### src/rtl/multi_edge_event_monitor_if.sv
// Port bundle for multi_edge_event_monitor: monitored pins, per-channel edge
// configuration and clear in; pulse/stretch/sticky/count status and stretch-FSM debug view out.
interface multi_edge_event_monitor_if #(
    parameter int CH_NUM = 8,
    parameter int DLY_W  = 16,
    parameter int CNT_W  = 8
);
    logic [CH_NUM-1:0]       iSig;
    logic [CH_NUM-1:0]       iEdge_pos;
    logic [CH_NUM-1:0]       iEdge_neg;
    logic [DLY_W-1:0]        iDelay_time;
    logic [CH_NUM-1:0]       iClear;
    logic [CH_NUM-1:0]       oPulse;
    logic [CH_NUM-1:0]       oExt_pulse;
    logic [CH_NUM-1:0]       oSticky;
    logic [CH_NUM*CNT_W-1:0] oEvt_cnt;
    logic                    oAny_event;
    // One bit per channel, set while that channel's stretch FSM is in STRETCH.
    logic [CH_NUM-1:0]       oDbg_stretch;

    modport master (
        output iSig, iEdge_pos, iEdge_neg, iDelay_time, iClear,
        input  oPulse, oExt_pulse, oSticky, oEvt_cnt, oAny_event, oDbg_stretch
    );

    modport slave (
        input  iSig, iEdge_pos, iEdge_neg, iDelay_time, iClear,
        output oPulse, oExt_pulse, oSticky, oEvt_cnt, oAny_event, oDbg_stretch
    );
endinterface

### src/rtl/multi_edge_event_monitor.sv
// Multi-channel edge monitor: sync, edge detect, 1-cycle pulse, retriggerable stretch,
// sticky flag and saturating count. Define EDGE_DEBOUNCE_EN to add the DB_CNT-cycle debounce stage.
module multi_edge_event_monitor #(
    parameter int CH_NUM = 8,
    parameter int DLY_W  = 16,
    parameter int CNT_W  = 8
`ifdef EDGE_DEBOUNCE_EN
    , parameter int DB_CNT = 3
`endif
) (
    input  logic                     iClk_1ms,
    input  logic                     iRst_n,
    multi_edge_event_monitor_if.slave bus
);
    typedef enum logic {ST_IDLE = 1'b0, ST_STRETCH = 1'b1} st_t;

    // Edges stay suppressed until the synchronizer (and debounce register) hold real pin data.
`ifdef EDGE_DEBOUNCE_EN
    localparam logic [2:0] SEED_LEN = 3'd4;
`else
    localparam logic [2:0] SEED_LEN = 3'd3;
`endif
    localparam logic [CNT_W-1:0] CNT_MAX = '1;

    logic [CH_NUM-1:0] sync1, sync2, lvl, prev, evt;
    logic [CH_NUM-1:0] pulse_q, sticky_q, ext;
    logic [CNT_W-1:0]  cnt_q [CH_NUM];
    logic [2:0]        seed_cnt;
    logic              seed, any_q;
    logic [DLY_W-1:0]  dly_load;

    always_ff @(posedge iClk_1ms or negedge iRst_n) begin
        if (!iRst_n) begin
            sync1    <= '0;
            sync2    <= '0;
            prev     <= '0;
            seed_cnt <= SEED_LEN;
        end else begin
            sync1 <= bus.iSig;
            sync2 <= sync1;
            prev  <= lvl;
            if (seed_cnt != 3'd0) seed_cnt <= seed_cnt - 3'd1;
        end
    end

    assign seed = (seed_cnt != 3'd0);

`ifdef EDGE_DEBOUNCE_EN
    localparam int DB_W = $clog2(DB_CNT + 1);
    logic [DB_W-1:0]   db_cnt [CH_NUM];
    logic [CH_NUM-1:0] db_lvl;

    always_ff @(posedge iClk_1ms or negedge iRst_n) begin
        if (!iRst_n) begin
            db_lvl <= '0;
            for (int i = 0; i < CH_NUM; i++) db_cnt[i] <= '0;
        end else begin
            for (int i = 0; i < CH_NUM; i++) begin
                if (seed) begin
                    db_lvl[i] <= sync2[i];
                    db_cnt[i] <= '0;
                end else if (sync2[i] != db_lvl[i]) begin
                    if (db_cnt[i] == DB_W'(DB_CNT - 1)) begin
                        db_lvl[i] <= sync2[i];
                        db_cnt[i] <= '0;
                    end else begin
                        db_cnt[i] <= db_cnt[i] + DB_W'(1);
                    end
                end else begin
                    db_cnt[i] <= '0;
                end
            end
        end
    end

    assign lvl = db_lvl;
`else
    assign lvl = sync2;
`endif

    assign evt = {CH_NUM{~seed}} &
                 ((lvl & ~prev & bus.iEdge_pos) | (~lvl & prev & bus.iEdge_neg));

    // A zero stretch length still gives a one-cycle stretched pulse.
    assign dly_load = (bus.iDelay_time == '0) ? '0 : bus.iDelay_time - DLY_W'(1);

    for (genvar g = 0; g < CH_NUM; g++) begin : g_ch
        st_t              state, state_nxt;
        logic [DLY_W-1:0] tmr, tmr_nxt;

        always_ff @(posedge iClk_1ms or negedge iRst_n) begin
            if (!iRst_n) begin
                state <= ST_IDLE;
                tmr   <= '0;
            end else begin
                state <= state_nxt;
                tmr   <= tmr_nxt;
            end
        end

        always_comb begin
            state_nxt = state;
            tmr_nxt   = tmr;
            case (state)
                ST_IDLE: begin
                    if (evt[g]) begin
                        state_nxt = ST_STRETCH;
                        tmr_nxt   = dly_load;
                    end
                end
                ST_STRETCH: begin
                    if (evt[g])            tmr_nxt   = dly_load;
                    else if (tmr != '0)    tmr_nxt   = tmr - DLY_W'(1);
                    else                   state_nxt = ST_IDLE;
                end
            endcase
        end

        assign ext[g] = (state == ST_STRETCH);
        assign bus.oEvt_cnt[g*CNT_W +: CNT_W] = cnt_q[g];
    end

    // Clear and a same-cycle event resolve in favour of the event.
    always_ff @(posedge iClk_1ms or negedge iRst_n) begin
        if (!iRst_n) begin
            pulse_q  <= '0;
            sticky_q <= '0;
            any_q    <= 1'b0;
            for (int i = 0; i < CH_NUM; i++) cnt_q[i] <= '0;
        end else begin
            pulse_q  <= evt;
            sticky_q <= evt | (sticky_q & ~bus.iClear);
            any_q    <= |sticky_q;
            for (int i = 0; i < CH_NUM; i++) begin
                if (bus.iClear[i])
                    cnt_q[i] <= evt[i] ? CNT_W'(1) : '0;
                else if (evt[i] && cnt_q[i] != CNT_MAX)
                    cnt_q[i] <= cnt_q[i] + CNT_W'(1);
            end
        end
    end

    assign bus.oPulse       = pulse_q;
    assign bus.oExt_pulse   = ext;
    assign bus.oSticky      = sticky_q;
    assign bus.oAny_event   = any_q;
    assign bus.oDbg_stretch = ext;
endmodule

### src/flat_wrapper.sv
// flat-port wrapper written by rule: the top's interface ports become plain ports
module multi_edge_event_monitor_flat 
#(
    parameter int CH_NUM = 8,
    parameter int DLY_W  = 16,
    parameter int CNT_W  = 8

)
  (iClk_1ms, iRst_n, bus_iSig, bus_iEdge_pos, bus_iEdge_neg, bus_iDelay_time, bus_iClear, bus_oPulse, bus_oExt_pulse, bus_oSticky, bus_oEvt_cnt, bus_oAny_event, bus_oDbg_stretch);
  multi_edge_event_monitor_if #(.CH_NUM(CH_NUM), .DLY_W(DLY_W), .CNT_W(CNT_W)) bus_i ();
  input  logic iClk_1ms;
  input  logic iRst_n;
  input wire logic [$bits(bus_i.iSig)-1:0] bus_iSig;
  input wire logic [$bits(bus_i.iEdge_pos)-1:0] bus_iEdge_pos;
  input wire logic [$bits(bus_i.iEdge_neg)-1:0] bus_iEdge_neg;
  input wire logic [$bits(bus_i.iDelay_time)-1:0] bus_iDelay_time;
  input wire logic [$bits(bus_i.iClear)-1:0] bus_iClear;
  output wire logic [$bits(bus_i.oPulse)-1:0] bus_oPulse;
  output wire logic [$bits(bus_i.oExt_pulse)-1:0] bus_oExt_pulse;
  output wire logic [$bits(bus_i.oSticky)-1:0] bus_oSticky;
  output wire logic [$bits(bus_i.oEvt_cnt)-1:0] bus_oEvt_cnt;
  output wire logic [$bits(bus_i.oAny_event)-1:0] bus_oAny_event;
  output wire logic [$bits(bus_i.oDbg_stretch)-1:0] bus_oDbg_stretch;
  assign bus_i.iSig = bus_iSig;
  assign bus_i.iEdge_pos = bus_iEdge_pos;
  assign bus_i.iEdge_neg = bus_iEdge_neg;
  assign bus_i.iDelay_time = bus_iDelay_time;
  assign bus_i.iClear = bus_iClear;
  assign bus_oPulse = bus_i.oPulse;
  assign bus_oExt_pulse = bus_i.oExt_pulse;
  assign bus_oSticky = bus_i.oSticky;
  assign bus_oEvt_cnt = bus_i.oEvt_cnt;
  assign bus_oAny_event = bus_i.oAny_event;
  assign bus_oDbg_stretch = bus_i.oDbg_stretch;
  multi_edge_event_monitor #(.CH_NUM(CH_NUM), .DLY_W(DLY_W), .CNT_W(CNT_W)) u_core (.iClk_1ms(iClk_1ms), .iRst_n(iRst_n), .bus(bus_i));
endmodule
### config.mk
export PLATFORM = sky130hd
export DESIGN_NAME = multi_edge_event_monitor_flat
export DESIGN_NICKNAME = d
export VERILOG_FILES = /design/src/rtl/multi_edge_event_monitor_if.sv /design/src/rtl/multi_edge_event_monitor.sv /design/src/flat_wrapper.sv
export SDC_FILE = /design/constraint.sdc
export NUM_CORES = 1
export LEC_CHECK = 0
export ABC_AREA = 1
export CORE_MARGIN = 2
export CORE_UTILIZATION = 26
export CTS_CLUSTER_DIAMETER = 150
export CTS_CLUSTER_SIZE = 12
export DETAILED_ROUTE_END_ITERATION = 10
export SKIP_LAST_GASP = 1
export SLEW_MARGIN = 25
export SYNTH_ARGS = -nofsm -noshare
export SYNTH_HDL_FRONTEND = slang
export SYNTH_SLANG_ARGS = --single-unit
### constraint.sdc
create_clock -name iClk_1ms -period 2.8 [get_ports iClk_1ms]
set_input_delay 0.28 -clock iClk_1ms [delete_from_list [all_inputs] [get_ports iClk_1ms]]
set_output_delay 0.28 -clock iClk_1ms [all_outputs]
set_load 0.01 [all_outputs]
; Yosys cells after proc, flatten, opt, wreduce, memory -nomap -nowiden
; Cells that the tools add are included.
[word_totals]
reg_bits = 244
latch_bits = 0
ram_bits = 0
rom_bits = 0
in_bits = 50
output_inout_bits = 97
elab_cells = 217
n_memories = 0
[classes]
add_sub_neg = 18
multipliers = 0
div_mod_pow = 0
n_lt_le_gt_ge = 0
eq_ne = 24
shifts = 0
n_mux = 89
bitwise = 20
reduce_logical = 35
[op_table]
columns = cell, count
row1 = $mux 16, 25
row2 = $pmux 16 s2, 8
row3 = $sub 16x1->16 const B, 9
row4 = $mux 8, 16
row5 = $reduce_bool 16->1, 8
row6 = $add 8x1->8 const B, 8
row7 = $ne 8x8->1 const B, 8
row8 = $and 8x8->8, 6
row9 = $mux 1, 32
row10 = $ne 3x2->1 const B, 8
row11 = $not 8->8, 3
row12 = $logic_not 16->1, 1
row13 = $ne 2x1->1 const B, 8
row14 = $or 8x8->8, 2
row15 = $pmux 1 s2, 8
row16 = $reduce_and 2->1, 8
row17 = $reduce_bool 2->1, 8
row18 = $not 1->1, 9
row19 = $logic_and 1x1->1, 8
row20 = $reduce_or 8->1, 1
row21 = $reduce_bool 3->1, 1
row22 = $sub 3x1->3 const B, 1

; Longest topological paths before layout
; Gate-level depths: netlist of run 1.
[logic_depth]
depth_word = 8
mapped_depth = 13
ltp_nobuf = 12

; Least setup slack after synthesis of run 1
; No wires, ideal clock.
[synth_timing]
kind = reg2reg
start = register u_core.seed_cnt[0]
end = register u_core.g_ch[6].tmr[9]
t_arrival_ns = 1.687
t_required_ns = 2.683
slack_ns = 0.996
path_stages_with_launch = 13
synth_period_minus_slack_ns = 1.804
path_cell_list = dfstp_2 -> inv_1 -> ha_1 -> inv_1 -> nor2_4 -> buf_6 -> nand3_4 -> nand2_2 -> inv_2 -> buf_2 -> o21ai_0 -> nand3_1 -> nand2_1
[synth_via]
elab_chain_cells = 5
elab_cells_between_ends = 8
cone_classes = eq/ne (2) / mux (2) / bitwise (2) / reduce/logical (2)
[synth_rtl]
columns = element, line_no
row1 = from (decl), multi_edge_event_monitor.sv:28  ; logic [2:0] seed_cnt;
row2 = from (signal assigned), multi_edge_event_monitor.sv:42  ; if (seed_cnt != 3'd0) seed_cnt <= seed_cnt - 3'd1;
row3 = $reduce_bool 3->1 (*), multi_edge_event_monitor.sv:46  ; assign seed = (seed_cnt != 3'd0);
row4 = $not 1->1 (*), multi_edge_event_monitor.sv:81  ; assign evt = {CH_NUM{~seed}} &
row5 = $and 8x8->8 (*), multi_edge_event_monitor.sv:81
row6 = "$mux 16, or another cell as far along", multi_edge_event_monitor.sv:112  ; if (evt[g]) tmr_nxt = dly_load;
row7 = $pmux 16 s2 or $reduce_and 2->1 (tied branches), n/a
row8 = to (signal assigned), multi_edge_event_monitor.sv:97  ; tmr <= tmr_nxt;
row9 = to (decl), multi_edge_event_monitor.sv:89  ; logic [DLY_W-1:0] tmr, tmr_nxt;
; Every way passes the cells marked *; elsewhere a longest branch is shown, timed or not.
; A chain may end at the register's enable or synchronous reset.

; Worst setup path after layout of run 1
[layout_timing]
start = register u_core.seed_cnt[0]
end = register u_core.g_ch[2].tmr[2]
[layout_via]
elab_chain_cells = 5
elab_cells_between_ends = 8
cone_classes = eq/ne (2) / mux (2) / bitwise (2) / reduce/logical (2)
[layout_rtl]
columns = element, line_no
row1 = $reduce_bool 3->1 (*), multi_edge_event_monitor.sv:46
row2 = $not 1->1 (*), multi_edge_event_monitor.sv:81
row3 = $and 8x8->8 (*), multi_edge_event_monitor.sv:81
row4 = "$mux 16, or another cell as far along", multi_edge_event_monitor.sv:112
row5 = $pmux 16 s2 or $reduce_and 2->1 (tied branches), n/a
row6 = to (signal assigned), multi_edge_event_monitor.sv:97
row7 = to (decl), multi_edge_event_monitor.sv:89
; Marked as above.

==> results.txt, run 1 <==
status: finished, final reports clean
min Tclk post-route: 2430 ps
clock skew: 40.6 ps
final instance area: 0.0180 mm2
placed instance area: 0.0174 mm2
Final setup viols: 0
post-DP HPWL: 30,200 um
total area of sequential cells: 0.00611 mm2
Clock Tree Root: clkbuf_16
residual DRC count: 0
cell taking the most area after synthesis: dfrtp_1
Yosys Warn Count: 0
Post-CTS Repair Setup Buffers: 0
vias per cell: 4.51
critical path startpoint category: flop
Worst Hold Path Cells: 1
post-synth net total: 2,258
RSZ-0062 raised after global routing: false
nets: 2,408
Crit-path slowest cell: nor2_4
Antenna Nets Post-Route: 0
Max Transition Viols Final: 0
clk buf depth: 3
Worst Hold Class: input port to flop
crit path kind: flop to flop
worst slew pin tran: 704 ps
CTS tree: built
Hold Fails Final Rpt: 0
r2r endpoint: u_core.g_ch[2].tmr[2]
relative slew slack: 53.1%
layout cells sized above 1: 4.70%
final worst-path cycle share: 86.8%
CP Max Fanout: 13
clock sink count: 244
port bufs: 146
Die Height: 244 um
largest net degree at the start of global routing: 91
Worst Path Required: 3220 ps
Area Overhead vs Synth: 20.4%
post-synth top area share: 40.5%
Max Clock Freq: 411 MHz
R2R cell count: 9
first-pass GRT wire length: 69,700 um
asr flop ratio synth: 100%
die width: 244 um
sequential fraction of the synthesis area: 40.8%
Top delay family on crit path: simple AND/OR/NAND/NOR gates
Main synth FF type: dfrtp_1
Max rail drop VDD: 0.425 mV
PD cells: 529 mW/mm2
Multi-input gate area: 0.00777 mm2
Total GRT Usage: 14.2%
main area contributors after synthesis: dfrtp_1 (40%), nand2_1 (20%), nand3_1 (10%)
# diodes: 0
flop-to-flop setup slack: 370 ps
EDFF count, synth: 0
Max stage delay on crit path: 410 ps
grt ovf: 0
H-tree Lvls: 1
Post-Syn Area per Cell: 6.86 um2
Core ar.: 0.0566 mm2
number of global-route vias before repair: 13,200
max-cap violations: 0
Synth Cell Area: 0.0150 mm2
Yosys reg bits: 244
synth unique cells: 38
post_cts resized: 0
CP Buf/Inv Count: 3
r2r startpoint: u_core.seed_cnt[0]
fillers: 6,152
post-DR wirelength/cell: 13.6 um
via count: 13,900
critical path data arrival time: 2850 ps
setup TNS: 0 ps
initial drt markers: 963
die area: 0.0595 mm2
Crit. End Element: flop
crit-path cells: inv_1 > ha_1 > inv_1 > nor2_4 > nand3_1 > nand2_1 > inv_1 > nand2_1 > nand2_1
site row count: 87
final wirelength: 42,100 um
Initial Util: 26.4%
Detailed Routing Iterations Pass 1: 6
CTS clock-pin slew for the worst setup and hold paths: 60 ps
TritonCTS Buffers: 24
worst skew pair latency: 570 ps
hold_sp: bus_iSig[6]
leakage: 8.47 nW
initial antenna violation count: 0
Mapped Cells: 2,181
worst hold endpoint: u_core.sync1[6]
routability cong.: 0.862
I/O pin cnt: 147
-- per-layer routing --
layer | global-route usage (%) | part of all wire (%) | wire (um) | up-vias
li1 | - | - | - | 7234
met1 | 19.8 | 49 | 20700 | 6388
met2 | 23.6 | 45 | 18900 | 276
met3 | 1.67 | 4.4 | 1840 | 46
met4 | 2.82 | 1.6 | 687 | 0
met5 | 0 | 0 | 0 | -
-- metrics by stage --
stage | setup WS [ps] | cells | total power [W] | util [%] | hold slack (ps)
after floorplan | 996 | 2181 | 0.00579 | - | -15.6
after global placement | 270 | 3060 | 0.00659 | 30.7 | 333
after detailed placement | 193 | 3060 | 0.00662 | 30.7 | 337
after CTS | 335 | 3094 | 0.00968 | 31.8 | 133
after global routing | 197 | 3094 | 0.0102 | 31.8 | 139
final | 369 | 3094 | 0.00954 | 31.8 | 161
-- worst register-to-register path, cell delays in order, from the launching register on --
cell	delay, ps
dfstp_2	360
inv_1	100
ha_1	150
inv_1	60
nor2_4	410
nand3_1	380
nand2_1	400
inv_1	300
nand2_1	120
nand2_1	50
-- Yosys cell counts (3+ instances only) --
| cell type | count |
|---|---|
| nand3_4 | 3 |
| nand4_1 | 16 |
| ha_1 | 27 |
| a21oi_1 | 14 |
| inv_1 | 180 |
| nand2_4 | 3 |
| o31ai_1 | 14 |
| o21ai_0 | 85 |
| buf_2 | 33 |
| nand2_2 | 9 |
| xor2_1 | 38 |
| nor3_1 | 13 |
| buf_1 | 4 |
| nand3b_1 | 24 |
| nand2_1 | 808 |
| o211ai_1 | 7 |
| or2_2 | 4 |
| inv_2 | 19 |
| dfrtp_1 | 242 |
| xnor2_1 | 25 |
| nor2_1 | 255 |
| nand3_1 | 311 |
| buf_4 | 16 |
| o21bai_1 | 4 |
| nor3b_1 | 3 |
| clkbuf_1 | 4 |
-- worst max-delay path by stage --
stage                       start                     to  slack (ps)  depth (start not counted)
3_3_place_gp   bus_iDelay_time[0]  u_core.g_ch[3].tmr[4]         270                         11
2_1_floorplan  u_core.seed_cnt[0]  u_core.g_ch[6].tmr[9]        1000                         12
4_1_cts        u_core.seed_cnt[0]  u_core.g_ch[3].tmr[2]         330                         10
6_report       u_core.seed_cnt[0]  u_core.g_ch[2].tmr[2]         370                          9
3_5_place_dp   bus_iDelay_time[0]  u_core.g_ch[2].tmr[4]         190                         11
5_1_grt        u_core.seed_cnt[0]  u_core.g_ch[3].tmr[2]         200                         10
-- cell families (layout without fill, tap and decap cells) --
logic type,after synthesis,count (layout),share of synthesized area [%]
adder cells (fa/ha/maj),27,27,2.26
buffers and inverters,259,416,7.27
XOR/XNOR,63,63,3.69
AND/OR/NAND/NOR,1456,1456,41.0
AO/OA/AOI/OAI,132,132,4.97
flip-flops,244,244,40.8
-- area by class of cell --
class / instances / area share, %
clock buffers: 31 / 3.48
clock inverters: 2 / 0.215
inverters: 200 / 4.16
multi-input cells: 1678 / 43.1
flip-flops and latches: 244 / 33.9
well taps: 756 / 5.25
repair buffers: 183 / 9.90
-- flip-flops by register name, indices dropped and copies added (netlist names) --
| signal | count |
|---|---|
| u_core.seed_cnt | 3 |
| u_core.bus.oSticky | 8 |
| u_core.bus.oAny_event | 1 |
| u_core.prev | 8 |
| u_core.bus.oPulse | 8 |
| u_core.lvl | 8 |
| u_core.bus.oEvt_cnt | 64 |
| u_core.sync1 | 8 |
| u_core.g_ch.state | 8 |
| u_core.g_ch.tmr | 128 |
-- cell usage in the layout (no fill, tap or decap), types with 16 or more instances in the layout --
cell type,n
inv_2,19
clkbuf_16,24
nand3_1,311
nor2_1,255
inv_1,180
clkdlybuf4s50_1,145
nand4_1,16
xor2_1,38
nand2_1,808
o21ai_0,85
buf_4,33
dfrtp_1,242
nand3b_1,24
ha_1,27
xnor2_1,25
-- what timing repair did --
| action | CTS | global route |
|---|---|---|
| endpoints found under the setup margin | 0 | 0 |
| endpoints found under the hold margin | 81 | 0 |
| hold buffers | 1 | 0 |
-- power by group --
part | switching [W] | internal, W
sequential | 0.000489 | 0.00396
clock | 0.00142 | 0.00157
combinational | 0.00127 | 0.000828
total | 0.00318 | 0.00636
Note: power is estimated with default switching activity, not from simulation.
==> run 2: changes to the inputs <==
- PLACE_DENSITY: unset -> 0.4
==> run 2 against run 1 <==
Via count increased by 2.4%; core utilization about the same; final cell count increased by 0.13%; cell area about the same; fmax increased by 1.8%; critical endpoint is now u_core.g_ch[2].tmr[14]; clock power increased by 3%; sequential share of layout area about the same; sequential cell count unchanged; sequential power about the same; global-route usage increased by 1.8 points.
==> results.txt, run 2 (synthesized netlist as in run 1, its figures left out) <==
Detailed Routing Iterations Pass 1: 7
worst slew pin tran: 675 ps
site row count: 87
commonest non-fill, non-tap cells in the layout: nand2_1 (808), nand3_1 (311), nor2_1 (255)
max-cap violations: 0
CP endpoint: u_core.g_ch[2].tmr[14]
grt ovf: 0
Clock Tree Root: clkbuf_16
Place WS: 354 ps
Core ar.: 0.0566 mm2
initial antenna violation count: 0
met3 WL: 1790 um
vias per cell: 4.61
Max rail drop VDD: 0.419 mV
routability cong.: 0.816
CTS clock-pin slew for the worst setup and hold paths: 70 ps
Die Height: 244 um
Worst Hold Class: input port to flop
Top Metal Used: met4
critical path data arrival time: 2820 ps
PD cells: 538 mW/mm2
Max Transition Viols Final: 0
final worst-path cycle share: 85.3%
residual DRC count: 0
Total GRT Usage: 16.0%
most common cell after layout, fill and taps aside: nand2_1
layout cells sized above 1: 4.74%
H-tree Lvls: 1
WL met2: 21,400 um
CTS tree: built
clk buf depth: 3
post-DP HPWL: 33,400 um
Hold Fails Final Rpt: 0
Largest Register: u_core.g_ch.tmr
die area: 0.0595 mm2
relative slew slack: 54.9%
number of global-route vias before repair: 13,800
Final setup viols: 0
die width: 244 um
via count: 14,300
I/O pin cnt: 147
post-DR wirelength/cell: 15.5 um
crit path kind: flop to flop
status: finished, final reports clean
crit path from: u_core.seed_cnt[0]
Met1 Routed Length: 23,800 um
# diodes: 0
clock sink count: 244
port bufs: 146
Antenna Nets Post-Route: 0
final wirelength: 48,000 um
number of flip-flops in the largest register: 128
first-pass GRT wire length: 77,100 um
initial drt markers: 973
setup TNS: 0 ps
worst skew pair latency: 560 ps
r2r endpoint: u_core.g_ch[2].tmr[14]
Crit. End Element: flop
min Tclk post-route: 2390 ps
leakage: 8.47 nW
nets: 2,409
Area Overhead vs Synth: 20.5%
R2R cell count: 9
largest net degree at the start of global routing: 68
Max Clock Freq: 419 MHz
CP Max Fanout: 13
TritonCTS Buffers: 24
Post-CTS Repair Setup Buffers: 0
Worst Path Required: 3230 ps
Initial Util: 26.4%
RSZ-0062 raised after global routing: false
flop-to-flop setup slack: 410 ps
r2r startpoint: u_core.seed_cnt[0]
clock skew: 17.6 ps
critical path startpoint category: flop
final worst setup slack: 412 ps
==> run 2: cell count changes in the layout (fill, tap and decap cells not counted) <==
cell / change
clkinv_8: +1
clkbuf_1: +3
clkinv_16: -1
buf_12: +1
==> run 2: worst min-delay path by stage <==
stage	to	from	depth (start not counted)
after CTS	u_core.sync1[1]	bus_iSig[1]	1
after floorplan	u_core.bus.oAny_event	iRst_n	0
after global routing	u_core.sync1[1]	bus_iSig[1]	1
after global placement	u_core.bus.oEvt_cnt[52]	iRst_n	1
after detailed placement	u_core.bus.oEvt_cnt[52]	iRst_n	1
final	u_core.sync1[1]	bus_iSig[1]	1
==> run 2: area by class of cell <==
type	instances	area, um2
fillers	6129	38600
multi-input cells	1678	7770
flip-flops and latches	244	6110
repair buffers	184	1800
well taps	756	946
inverters	200	751
clock buffers	34	638
clock inverters	2	25.0
==> run 2: stage by stage <==
stage	power (W)	cell area [um2]	util, %	hold WS (ps)	std cells
2_1_floorplan	0.00579	15000	-	-15.6	2181
3_3_place_gp	0.00668	17400	30.7	286	3061
3_5_place_dp	0.00668	17400	30.7	289	3061
4_1_cts	0.00991	18000	31.9	128	3098
5_1_grt	0.0104	18000	31.9	137	3098
6_report	0.00970	18000	31.9	171	3098
==> run 2: critical path, stage by stage (launching register included) <==
cell	delay, ps
dfstp_2	360
inv_1	90
ha_1	150
inv_1	60
nor2_4	390
nand3_1	300
nand2_1	400
inv_1	330
nand2_1	130
nand2_1	70
==> run 2: per-layer routing <==
metal  vias to the layer above  GRT usage (%)
met5                         -              0
met3                        44           1.79
met1                      6718           22.6
met2                       271           26.1
li1                       7242              -
met4                         0           3.46
==> run 2: where the power goes <==
part / internal, W / switching [W]
combinational: 0.000832 / 0.00132
clock: 0.00158 / 0.00151
sequential: 0.00396 / 0.000499
==> run 2: what timing repair did <==
action,in CTS,in global routing
hold endpoints to repair,62,0
endpoints found under the setup margin,0,0
gates resized for setup,0,0
hold buffers,1,0
==> run 3: changes to the inputs <==
- MAX_ROUTING_LAYER: unset -> met4
==> run 3 against run 2 <==
Clock skew increased by 0.96 ps; worst setup slack got worse by 4.8 ps; largest power group unchanged; largest cell class unchanged; core utilization unchanged; highest routed layer unchanged.
==> results.txt, run 3 (synthesized netlist as in run 1, its figures left out) <==
status: finished, final reports clean
Multi-input gate area: 0.00777 mm2
R2R cell count: 9
post-DP HPWL: 33,400 um
final worst-path cycle share: 85.5%
critical path startpoint category: flop
CP Buf/Inv Count: 3
residual DRC count: 0
Max rail drop VDD: 0.418 mV
first-pass GRT wire length: 77,000 um
Power Total: 0.00971 W
number of global-route vias before repair: 13,800
leakage: 8.47 nW
worst skew pair latency: 560 ps
Crit-path slowest cell: nand2_1
Max Transition Viols Final: 0
Detailed Routing Iterations Pass 1: 5
setup TNS: 0 ps
RSZ-0062 raised after global routing: false
clk buf depth: 3
initial drt markers: 981
Max stage delay on crit path: 440 ps
CP Max Fanout: 15
largest net degree at the start of global routing: 68
I/O pin cnt: 147
port bufs: 146
site row count: 87
clock skew: 18.6 ps
grt ovf: 0
layout cells sized above 1: 4.74%
critical path depth: 9
via count: 14,300
r2r startpoint: u_core.seed_cnt[0]
Clock Tree Root: clkbuf_16
Area Overhead vs Synth: 20.5%
Max Clock Freq: 418 MHz
crit-path cells: inv_1 > ha_1 > inv_1 > nor2_4 > nand3_2 > nand2_1 > inv_1 > nand2_1 > nand2_1
CTS tree: built
nets: 2,409
# diodes: 0
Total GRT Usage: 16.5%
crit path kind: flop to flop
fillers: 6,129
Antenna Nets Post-Route: 0
Top delay family on crit path: simple AND/OR/NAND/NOR gates
final wirelength: 47,800 um
Core ar.: 0.0566 mm2
initial antenna violation count: 0
routability cong.: 0.829
Post-CTS Repair Setup Buffers: 0
H-tree Lvls: 1
Crit. End Element: flop
commonest non-fill, non-tap cells in the layout: nand2_1 (808), nand3_1 (311), nor2_1 (255)
flop-to-flop setup slack: 410 ps
TritonCTS Buffers: 24
CTS clock-pin slew for the worst setup and hold paths: 70 ps
worst slew pin tran: 672 ps
Worst Hold Path Cells: 1
die width: 244 um
Hold Fails Final Rpt: 0
r2r endpoint: u_core.g_ch[4].tmr[2]
vias per cell: 4.61
PD cells: 538 mW/mm2
critical path data arrival time: 2830 ps
Largest Register: u_core.g_ch.tmr
number of flip-flops in the largest register: 128
hold_sp: bus_iSig[1]
max-cap violations: 0
most common cell after layout, fill and taps aside: nand2_1
min Tclk post-route: 2390 ps
post-DR wirelength/cell: 15.4 um
worst hold endpoint: u_core.sync1[1]
Initial Util: 26.4%
total area of sequential cells: 0.00611 mm2
die area: 0.0595 mm2
Worst Hold Class: input port to flop
Die Height: 244 um
clock sink count: 244
relative slew slack: 55.1%
Final setup viols: 0
Worst Path Required: 3240 ps
run 3: cell counts in the layout (fill, tap and decap cells not counted):
Identical to the previous run, type by type.
run 3: per-stage QoR:
step	cell area (um2)	worst slack [ps]	utilization, %	hold WS (ps)	instances
2_1_floorplan	15000	996	-	-15.6	2181
3_3_place_gp	17400	429	30.7	286	3061
3_5_place_dp	17400	354	30.7	289	3061
4_1_cts	18000	333	31.9	128	3098
5_1_grt	18000	95.1	31.9	137	3098
6_report	18000	407	31.9	170	3098
run 3: where the power goes:
group          total, W  switching (W)  internal, W
sequential      0.00446       0.000496      0.00396
combinational   0.00215        0.00132     0.000832
clock           0.00310        0.00152      0.00158
run 3: worst reg2reg max path, delay by kind of cell, from the launching register on:
family	cells	cell delay [ps]
AND/OR/NAND/NOR	5	1290
buffers and inverters	3	480
flip-flops	1	360
adder cells (fa/ha/maj)	1	150
run 3: cell type report:
cell class / count / share of cell area (%)
multi-input combinational: 1678 / 43.1
sequential: 244 / 33.9
timing repair buffer: 184 / 10.0
tap: 756 / 5.24
inverter: 200 / 4.16
clock buffer: 34 / 3.54
clock inverter: 2 / 0.139
run 3: how the worst max path moves through the flow:
| stage | from | slack [ps] | end |
|---|---|---|---|
| 3_3_place_gp | bus_iDelay_time[0] | 430 | u_core.g_ch[6].tmr[3] |
| 2_1_floorplan | u_core.seed_cnt[0] | 1000 | u_core.g_ch[6].tmr[9] |
| 6_report | u_core.seed_cnt[0] | 410 | u_core.g_ch[4].tmr[2] |
| 5_1_grt | u_core.seed_cnt[0] | 100 | u_core.g_ch[2].tmr[11] |
| 3_5_place_dp | u_core.seed_cnt[0] | 350 | u_core.g_ch[2].tmr[11] |
| 4_1_cts | u_core.seed_cnt[0] | 330 | u_core.g_ch[2].tmr[11] |
run 3: routing by layer:
| metal | global-route usage (%) | share of wire, % |
|---|---|---|
| met2 | 26.1 | 45 |
| met5 | - | 0 |
| met3 | 1.78 | 4.1 |
| met4 | 3.50 | 2.1 |
| met1 | 22.6 | 49 |
run 3: what timing repair did:
item	in CTS	in global routing
hold buffers	1	0
gates resized for setup	0	0
hold endpoints to repair	62	0
==> patch (config.mk and constraints of run 3) <==
`CNT_W` is set to 8 in 3 places; all go to 12.
--- a/src/rtl/multi_edge_event_monitor_if.sv
+++ b/src/rtl/multi_edge_event_monitor_if.sv
@@ -5,3 +5,3 @@
     parameter int DLY_W  = 16,
-    parameter int CNT_W  = 8
+    parameter int CNT_W  = 12
 );
--- a/src/rtl/multi_edge_event_monitor.sv
+++ b/src/rtl/multi_edge_event_monitor.sv
@@ -5,3 +5,3 @@
     parameter int DLY_W  = 16,
-    parameter int CNT_W  = 8
+    parameter int CNT_W  = 12
 `ifdef EDGE_DEBOUNCE_EN
--- a/src/flat_wrapper.sv
+++ b/src/flat_wrapper.sv
@@ -5,3 +5,3 @@
     parameter int DLY_W  = 16,
-    parameter int CNT_W  = 8
+    parameter int CNT_W  = 12
 
Ports: changed (resized bus_oEvt_cnt); port bits go from 147 to 179. No check against the original RTL was run, so the function may have changed too.
==> patch against run 3 <==
Utilization down 0.47 points; wire length rose by 15%; synthesized area grew 18%; count of clock-buffer cells in the layout grew 3; worst setup slack lost 50 ps; final area grew 17%; power is 7.4% higher; fmax decreased by 2.0%; sequential cell count up 32; synthesized cell count is 16% higher; critical path type unchanged.
==> patch: results (changes against run 3) <==
Route
The total vias in the final route was 16520 (+16%). The number of iterations in the first detailed-routing pass came to 6 (+1). The detailed router's first-iteration violation count is 1086 (+11%). The total wire length after detailed routing is 55160 µm (+15%).

Logic synthesis
The number of library cell types mapped by synthesis is 46 (+21%). The synthesized instance count is 2520 (+16%). Ranked by total cell area, the synthesized netlist is headed by sky130_fd_sc_hd__dfrtp_1 (39%), sky130_fd_sc_hd__nand2_1 (19%), sky130_fd_sc_hd__nand3_1 (7.8%).

Global routing
The number of global-route vias before repair is 16050 (+16%). The wire length of the first global-routing pass is 88830 µm (+15%). The largest net degree at the start of global routing is 71 (+4.4%). The global-route track usage on met3 was 1.523% (-0.25 points). The fraction of met1 tracks used by global routing is 21.72% (-0.91 points).

The total global routing track utilization is 16.12% (-0.34 points).

Status
The flow ran to the end, and the final reports show no timing, DRC or antenna violations.

Timing
The worst clock skew is 21.89 ps (+3.297 ps). The slew at the pin with the worst max-slew slack is 719.1 ps (+47.59 ps).

Pwr
The switching part of the total is 33.09% (-1.3 points). The leakage power of the design was 9.371 nW (+11%). The highest ir drop seen on vdd came to 0.0004101 V (-1.9%).

Place
The number of buffer cells added on primary ports is 178 (+22%). The placer's final routability congestion estimate is 0.8274 (-0.23%). The detailed placer's ending HPWL came to 38750 µm (+16%).

Finish
The post-layout instance count excluding filler cells came to 3569 (+15%). The share of post-route cells with drive strength above 1 is 6.120% (+1.4 points).

Clock tree
The number of buffers created by CTS is 26 (+8.3%). Clock latency on the worst-skew pair, taken at its later pin, is 570 ps.

Critical path
The signal arrival time at the worst endpoint is 2880 ps (+50 ps). The top fanout value on the critical path is 12 (-3).
-- patch: cell type report --
class / instances / area, µm²
Sequential cell: 276 / 6909
Timing Repair Buffer: 215 / 2130
Inverter: 252 / 950.9
Fill cell: 7132 / 46060
Clock buffer: 37 / 713.2
Tap cell: 873 / 1092
Multi-Input combinational cell: 1916 / 9300
-- patch: metal layers --
layer	share of wire, %	vias to the layer above	wire [µm]
met1	49	7763	26900
li1	-	8401	-
met3	2.9	73	1589
met2	46	284	25340
met5	0	-	0
met4	2.4	0	1323
-- patch: timing repair --
item,CTS,global route
hold buffers,1,0
endpoints found under the setup margin,0,0
endpoints found under the hold margin,66,0
resized for setup,0,0
-- patch: per-stage QoR --
stage               instance area, µm²  hold WS, ps  setup WS [ps]
CTS                              21100        118.6          302.3
detailed placement               20370        298.8          284.9
global placement                 20370        295.0          332.0
floorplan                        17640       -15.59          961.6
global route                     21100        144.0          172.4
finish                           21100        152.2          357.1
-- patch: critical path: stages, from the launching register on --
cell	delay, ps
sky130_fd_sc_hd__dfstp_2	360
sky130_fd_sc_hd__inv_1	100
sky130_fd_sc_hd__ha_1	150
sky130_fd_sc_hd__inv_1	50
sky130_fd_sc_hd__nor2_4	240
sky130_fd_sc_hd__buf_12	210
sky130_fd_sc_hd__nand3_4	190
sky130_fd_sc_hd__nand2_1	420
sky130_fd_sc_hd__inv_1	350
sky130_fd_sc_hd__nand2_1	140
sky130_fd_sc_hd__nand2_1	60
-- patch: path summary, 6_finish.rpt --
check                                        start                       to  slack (ps)  depth (start not counted)
worst min register to register     u_core.sync1[0]            u_core.lvl[0]         350                          0
max in group asynchronous                   iRst_n       u_core.seed_cnt[1]        1730                          3
worst max register to register  u_core.seed_cnt[0]   u_core.g_ch[2].tmr[12]         360                         10
min in group asynchronous                   iRst_n  u_core.bus.oEvt_cnt[79]         260                          2
worst max-delay path            u_core.seed_cnt[0]   u_core.g_ch[2].tmr[12]         360                         10
worst min-delay path                   bus_iSig[7]          u_core.sync1[7]         150                          1
-- patch: power groups by stage --
stage	Combinational [W]	Sequential (W)	Clock [W]
floorplan	0.00145	0.00484	0
global placement	0.00219	0.00496	0
detailed placement	0.00220	0.00495	0
CTS	0.00221	0.00489	0.00355
global route	0.00250	0.00496	0.00368
finish	0.00217	0.00489	0.00337
-- patch: logic make-up (layout without fill, tap and decap cells) --
logic type	count (synthesis)	in the layout	synth area share [%]
AOI/OAI and AO/OA	196	196	6.766
xor gates and xnor gates	66	66	3.277
adders and majority gates	27	27	1.915
buffers and inverters	328	504	8.121
DFF	276	276	39.16
and+or+nand+nor	1627	1627	40.76
